## src/rtl/pong_pkg.sv

```systemverilog
// Shared types and constants for the pong game-rule engine.
package pong_pkg;

  typedef enum logic [2:0] {
    IDLE      = 3'd0,
    SERVE     = 3'd1,
    PLAY      = 3'd2,
    SCORED    = 3'd3,
    GAME_OVER = 3'd4
  } game_state_t;

  localparam logic DIR_INC = 1'b1;
  localparam logic DIR_DEC = 1'b0;
  localparam int   SCORE_W = 4;

endpackage

```

## src/rtl/ball_bounce_ctrl_paddle_hit.sv

```systemverilog
// Combinational test of whether a ball row falls on a paddle's vertical span.
module paddle_hit #(
  parameter int CWIDTH   = 9,
  parameter int PADDLE_H = 64
) (
  input  logic [CWIDTH:0] ball_y,
  input  logic [CWIDTH:0] paddle_y,
  output logic            hit
);

  localparam logic [CWIDTH+1:0] SPAN_M1 = (CWIDTH+2)'(PADDLE_H - 1);

  logic [CWIDTH+1:0] by_w;
  logic [CWIDTH+1:0] top_w;
  logic [CWIDTH+1:0] bot_w;

  // One extra bit keeps a paddle near the bottom edge from wrapping its span.
  assign by_w  = {1'b0, ball_y};
  assign top_w = {1'b0, paddle_y};
  assign bot_w = top_w + SPAN_M1;
  assign hit   = (by_w >= top_w) && (by_w <= bot_w);

endmodule

```

## src/rtl/ball_bounce_ctrl.sv

```systemverilog
// Pong game-rule engine: bounces, paddle hits, misses, scoring and serve/game-over FSM.
module ball_bounce_ctrl
  import pong_pkg::*;
#(
  parameter int CWIDTH       = 9,
  parameter int X_MAX        = 639,
  parameter int Y_MAX        = 479,
  parameter int PADDLE_H     = 64,
  parameter int L_PADDLE_X   = 16,
  parameter int R_PADDLE_X   = 623,
  parameter int SERVE_CYCLES = 1000,
  parameter int WIN_SCORE    = 7
) (
  input  logic                clock,
  input  logic                reset,
  input  logic                start,
  input  logic [CWIDTH:0]     ball_x,
  input  logic [CWIDTH:0]     ball_y,
  input  logic [CWIDTH:0]     paddle_l_y,
  input  logic [CWIDTH:0]     paddle_r_y,
  output logic                dir_x,
  output logic                dir_y,
  output logic                ball_active,
  output logic [SCORE_W-1:0]  score_l,
  output logic [SCORE_W-1:0]  score_r,
  output logic                game_over
);

  localparam int CNT_W = $clog2(SERVE_CYCLES + 1);

  localparam logic [CWIDTH:0]    XMAX_Q  = (CWIDTH+1)'(X_MAX);
  localparam logic [CWIDTH:0]    YMAX_Q  = (CWIDTH+1)'(Y_MAX);
  localparam logic [CWIDTH:0]    LPX_Q   = (CWIDTH+1)'(L_PADDLE_X);
  localparam logic [CWIDTH:0]    RPX_Q   = (CWIDTH+1)'(R_PADDLE_X);
  localparam logic [CNT_W-1:0]   SRV_END = CNT_W'(SERVE_CYCLES - 1);
  localparam logic [SCORE_W-1:0] WIN_Q   = SCORE_W'(WIN_SCORE);

  game_state_t      state;
  logic [CNT_W-1:0] serve_cnt;
  logic             hit_l;
  logic             hit_r;
  logic             miss_l;
  logic             miss_r;

  function automatic logic [SCORE_W-1:0] sat_inc(input logic [SCORE_W-1:0] s);
    return (s >= WIN_Q) ? WIN_Q : s + 1'b1;
  endfunction

  paddle_hit #(.CWIDTH(CWIDTH), .PADDLE_H(PADDLE_H)) u_hit_l (
    .ball_y   (ball_y),
    .paddle_y (paddle_l_y),
    .hit      (hit_l)
  );

  paddle_hit #(.CWIDTH(CWIDTH), .PADDLE_H(PADDLE_H)) u_hit_r (
    .ball_y   (ball_y),
    .paddle_y (paddle_r_y),
    .hit      (hit_r)
  );

  assign miss_l = (ball_x == '0)     && (dir_x == DIR_DEC);
  assign miss_r = (ball_x == XMAX_Q) && (dir_x == DIR_INC);

  assign ball_active = (state == PLAY);
  assign game_over   = (state == GAME_OVER);

  always_ff @(posedge clock) begin
    if (reset) begin
      state     <= IDLE;
      serve_cnt <= '0;
      dir_x     <= DIR_INC;
      dir_y     <= DIR_INC;
      score_l   <= '0;
      score_r   <= '0;
    end else begin
      case (state)
        IDLE: begin
          if (start) begin
            state     <= SERVE;
            serve_cnt <= '0;
            score_l   <= '0;
            score_r   <= '0;
            dir_x     <= DIR_INC;
            dir_y     <= DIR_INC;
          end
        end
        SERVE: begin
          if (serve_cnt == SRV_END) begin
            serve_cnt <= '0;
            state     <= PLAY;
          end else begin
            serve_cnt <= serve_cnt + 1'b1;
          end
        end
        PLAY: begin
          // A miss overrides any wall bounce on the same cycle; dir_y stays put.
          if (miss_l) begin
            score_r <= sat_inc(score_r);
            dir_x   <= DIR_DEC;
            state   <= SCORED;
          end else if (miss_r) begin
            score_l <= sat_inc(score_l);
            dir_x   <= DIR_INC;
            state   <= SCORED;
          end else begin
            if (ball_y == '0 && dir_y == DIR_DEC)
              dir_y <= DIR_INC;
            else if (ball_y == YMAX_Q && dir_y == DIR_INC)
              dir_y <= DIR_DEC;
            if (ball_x == LPX_Q && dir_x == DIR_DEC && hit_l)
              dir_x <= DIR_INC;
            else if (ball_x == RPX_Q && dir_x == DIR_INC && hit_r)
              dir_x <= DIR_DEC;
          end
        end
        SCORED: begin
          state <= (score_l == WIN_Q || score_r == WIN_Q) ? GAME_OVER : SERVE;
        end
        GAME_OVER: begin
          if (start) begin
            state     <= SERVE;
            serve_cnt <= '0;
            score_l   <= '0;
            score_r   <= '0;
          end
        end
        default: state <= IDLE;
      endcase
    end
  end

endmodule
```

## config.mk

```make
export PLATFORM = sky130hd
export DESIGN_NAME = ball_bounce_ctrl
export DESIGN_NICKNAME = d
export VERILOG_FILES = /design/src/rtl/pong_pkg.sv /design/src/rtl/ball_bounce_ctrl_paddle_hit.sv /design/src/rtl/ball_bounce_ctrl.sv
export SDC_FILE = /design/constraint.sdc
export NUM_CORES = 1
export LEC_CHECK = 0
export CAP_MARGIN = 20
export CORE_MARGIN = 2
export CORE_UTILIZATION = 50
export CTS_BUF_LIST = sky130_fd_sc_hd__clkbuf_4
export DETAILED_ROUTE_END_ITERATION = 8
export GPL_ROUTABILITY_DRIVEN = 1
export PLACE_DENSITY = 0.79
export SLEW_MARGIN = 20
export SYNTH_ARGS = -nofsm -noshare
export SYNTH_HDL_FRONTEND = slang
export SYNTH_SLANG_ARGS = --single-unit
```

## constraint.sdc

```tcl
create_clock -name clock -period 3.25 [get_ports clock]
set_clock_uncertainty 0.2 [all_clocks]
set_input_delay 0.325 -clock clock [delete_from_list [all_inputs] [get_ports clock]]
set_output_delay 0.325 -clock clock [all_outputs]
set_load 0.05 [all_outputs]
```

==> results.json <==
{
  "synth_warnings": 0,
  "fp.dieH_um": 75.63,
  "synth_compound_area_share_pct": 21.37,
  "place.gp.congestion": 0.8883,
  "cpPeakStageDelay_ns": 0.50,
  "drt_wl_total_mm": 6.189,
  "nNetsFinal": 467,
  "crit_required_ns": 3.25,
  "synthAdderAreaFrac_pct": 21.95,
  "grt_max_degree": 20,
  "antenna_cells": 0,
  "synth-seq-area-share_pct": 17.95,
  "synthDistinctLibCells": 56,
  "cts_sinks": 23,
  "ys_top_cells_by_count": "45 x ha_1, 27 x inv_1, 25 x a21oi_1",
  "synth_largest_area_cell": "ha_1",
  "hold_buffers": 0,
  "path_buf_inv": 2,
  "antenna_left": 0,
  "clk_latency_ns": 0.32,
  "num_io_pins": 55,
  "port_buffers": 54,
  "clockBufferDepth": 2,
  "syn2layout_area_growth_pct": 24.98,
  "grt_pass1_wl_mm": 10.64,
  "critical_path.top_delay_family": "compound AO/OA/AOI/OAI gates",
  "via_per_inst": 5.741,
  "synthTopCellsByArea": "ha_1 22%, dfxtp_1 18%, xnor2_1 5.8%",
  "drc": 0,
  "fin_crit_ns": 2.857,
  "hp-class": "reg2reg",
  "post_cts_buffers": 0,
  "grt-ovfl-total": 0,
  "yosys_register_bits": 23,
  "syn_area_per_cell_sq_um": 7.892,
  "min_period_over_period_pct": 87.92,
  "drt_iter0_markers": 167,
  "die_w_um": 75.63,
  "critPathArrivalTime_ns": 2.86,
  "setup-tns-final_ns": 0,
  "cts_tree": "done",
  "cpMaxStageDelayCell": "clkdlybuf4s50_1",
  "antenna_found_initial": 0,
  "synth_edf_count": 0,
  "firstDrtPassIters": 4,
  "root_buffer": "clkbuf_4",
  "setup_viol": 0,
  "synth_xor_area_share_pct": 6.829,
  "power_density_mw_per_mm2": 269.8,
  "whs_ns": 0.2981,
  "synth_area_sq_mm": 0.002565,
  "status": "completed",
  "rsz0062_at_grt": "no",
  "cts_resized": 0,
  "slew_violations": 0,
  "synth_top_area_share_pct": 21.95,
  "wl_per_cell_um": 13.81,
  "layout-drive-gt1-share_pct": 4.233,
  "synth_top_family_by_area": "simple AND/OR/NAND/NOR gates",
  "hold_violations": 0,
  "floorplan.rows": 26,
  "crit_fanout": 3,
  "async_flop_share_pct": 0,
  "synthMuxAreaShare_pct": 0.7805,
  "tightest_slew_ns": 0.6852,
  "synthFlopType": "dfxtp_1",
  "cts_inserted_buffers": 3,
  "max-slew-margin-rel_pct": 54.18,
  "critPathLaunchType": "input port",
  "max-vdd-ir-drop_mv": 0.1097,
  "core_area_sq_mm": 0.005042,
  "synthCells": 325,
  "path_clk_slew_ns": 0.12,
  "yosysMostFrequentCell": "ha_1",
  "start_util_pct": 50.87,
  "worstPathCellList": "clkdlybuf4s50_1 > inv_1 > ha_1 > nand4_1 > nand3_1 > xnor2_1 > ha_1 > a21o_1 > a211oi_1 > o221ai_1 > a211oi_1 > o221ai_1",
  "grt_pass1_vias": 2502,
  "path_class": "in2reg",
  "die_area_sq_mm": 0.005719,
  "synthesis.nets": 413,
  "drv_cap": 0,
  "cp-end-kind": "register",
  "track_usage_pct": 23.30,
  "leakagePower_nw": 1.272,
  "synthSimpleGateAreaFrac_pct": 26.00,
  "htree_levels": 1,
  "fmax_ghz": 0.3500,
  "n_fill_cell": 448,
  "vias": 2572,
  "dp_hpwl_mm": 5.194
}
-- path summary, 6_finish.rpt --
check	cells past startpoint	startpoint	end	slack [ns]
setup / recovery	12	paddle_r_y[0]	dir_x	0.39
hold / removal	2	score_l[0]	score_l[0]	0.30
setup reg to reg	5	state[0]	serve_cnt[8]	1.03
hold reg to reg	2	score_l[0]	score_l[0]	0.30
-- cell type report --
class	instances	area [sq um]	share of cell area (%)
Sequential cell	23	460.4	14.36
Inverter	27	101.3	3.162
Tap cell	70	87.58	2.732
Multi-Input combinational cell	268	1973	61.55
Timing Repair Buffer	56	555.5	17.33
Clock buffer	3	22.52	0.7026
Clock inverter	1	5.005	0.1561
-- placed cells by master (no fill, tap or decap), drive strengths merged, types with 3 or more instances in the layout --
master         Yosys  final
clkdlybuf4s50      0     54
a211oi             7      7
nor4               7      7
xnor2             17     17
and2               4      4
a21o               4      4
ha                45     45
nor3              11     11
xor2               3      3
nand3              9      9
dfxtp             23     23
nand2             24     24
and4               3      3
nand4             18     18
a21oi             25     25
o21a               5      5
or4                4      4
o21ai             16     16
nor2              24     24
inv               27     27
clkbuf             4      3
-- cells by family (layout without fill, tap and decap cells) --
family                   after synthesis  count (layout)
buffers and inverters                 34              87
flip-flops                            23              23
AO/OA/AOI/OAI                         81              81
AND/OR/NAND/NOR                      120             120
multiplexers                           2               2
XOR/XNOR                              20              20
adder cells (fa/ha/maj)               45              45
-- flip-flops by register name, indices dropped and copies added (netlist names) --
register   flops
score_l        4
serve_cnt     10
score_r        4
dir_y          1
dir_x          1
state          3
-- worst min-delay path: cells and delay by family (launching register included) --
| family | cells | cell delay [ns] |
|---|---|---|
| compound gates | 1 | 0.05 |
| flops | 1 | 0.36 |
| simple gates | 1 | 0.06 |
-- power breakdown --
group | total (mW) | switching [mW] | internal, mW
clock | 0.135 | 0.0885 | 0.0461
sequential | 0.316 | 0.0233 | 0.293
combinational | 0.414 | 0.226 | 0.188
total | 0.865 | 0.338 | 0.527
-- stage by stage --
stage               std cells  utilization (%)  setup WS [ns]  total power [mW]  area [sq um]
floorplan                 325                -         0.8122            0.5900          2565
global placement          444            63.03         0.1885            0.7213          3178
CTS                       448            63.57         0.4100            0.8706          3206
global route              448            63.57         0.1638            0.9296          3206
detailed placement        444            63.03        0.08503            0.7330          3178
finish                    448            63.57         0.3927            0.8649          3206
-- metal layers --
metal | routed length, um | vias up | GRT usage [%] | part of all wire, %
met5 | 0 | - | 0 | 0
met4 | 84 | 0 | 6.433 | 1.4
met3 | 154 | 7 | 1.190 | 2.5
met2 | 3226 | 57 | 44.25 | 52
met1 | 2724 | 1185 | 28.23 | 44
li1 | - | 1323 | - | -
Note: power is estimated with default switching activity, not from simulation.
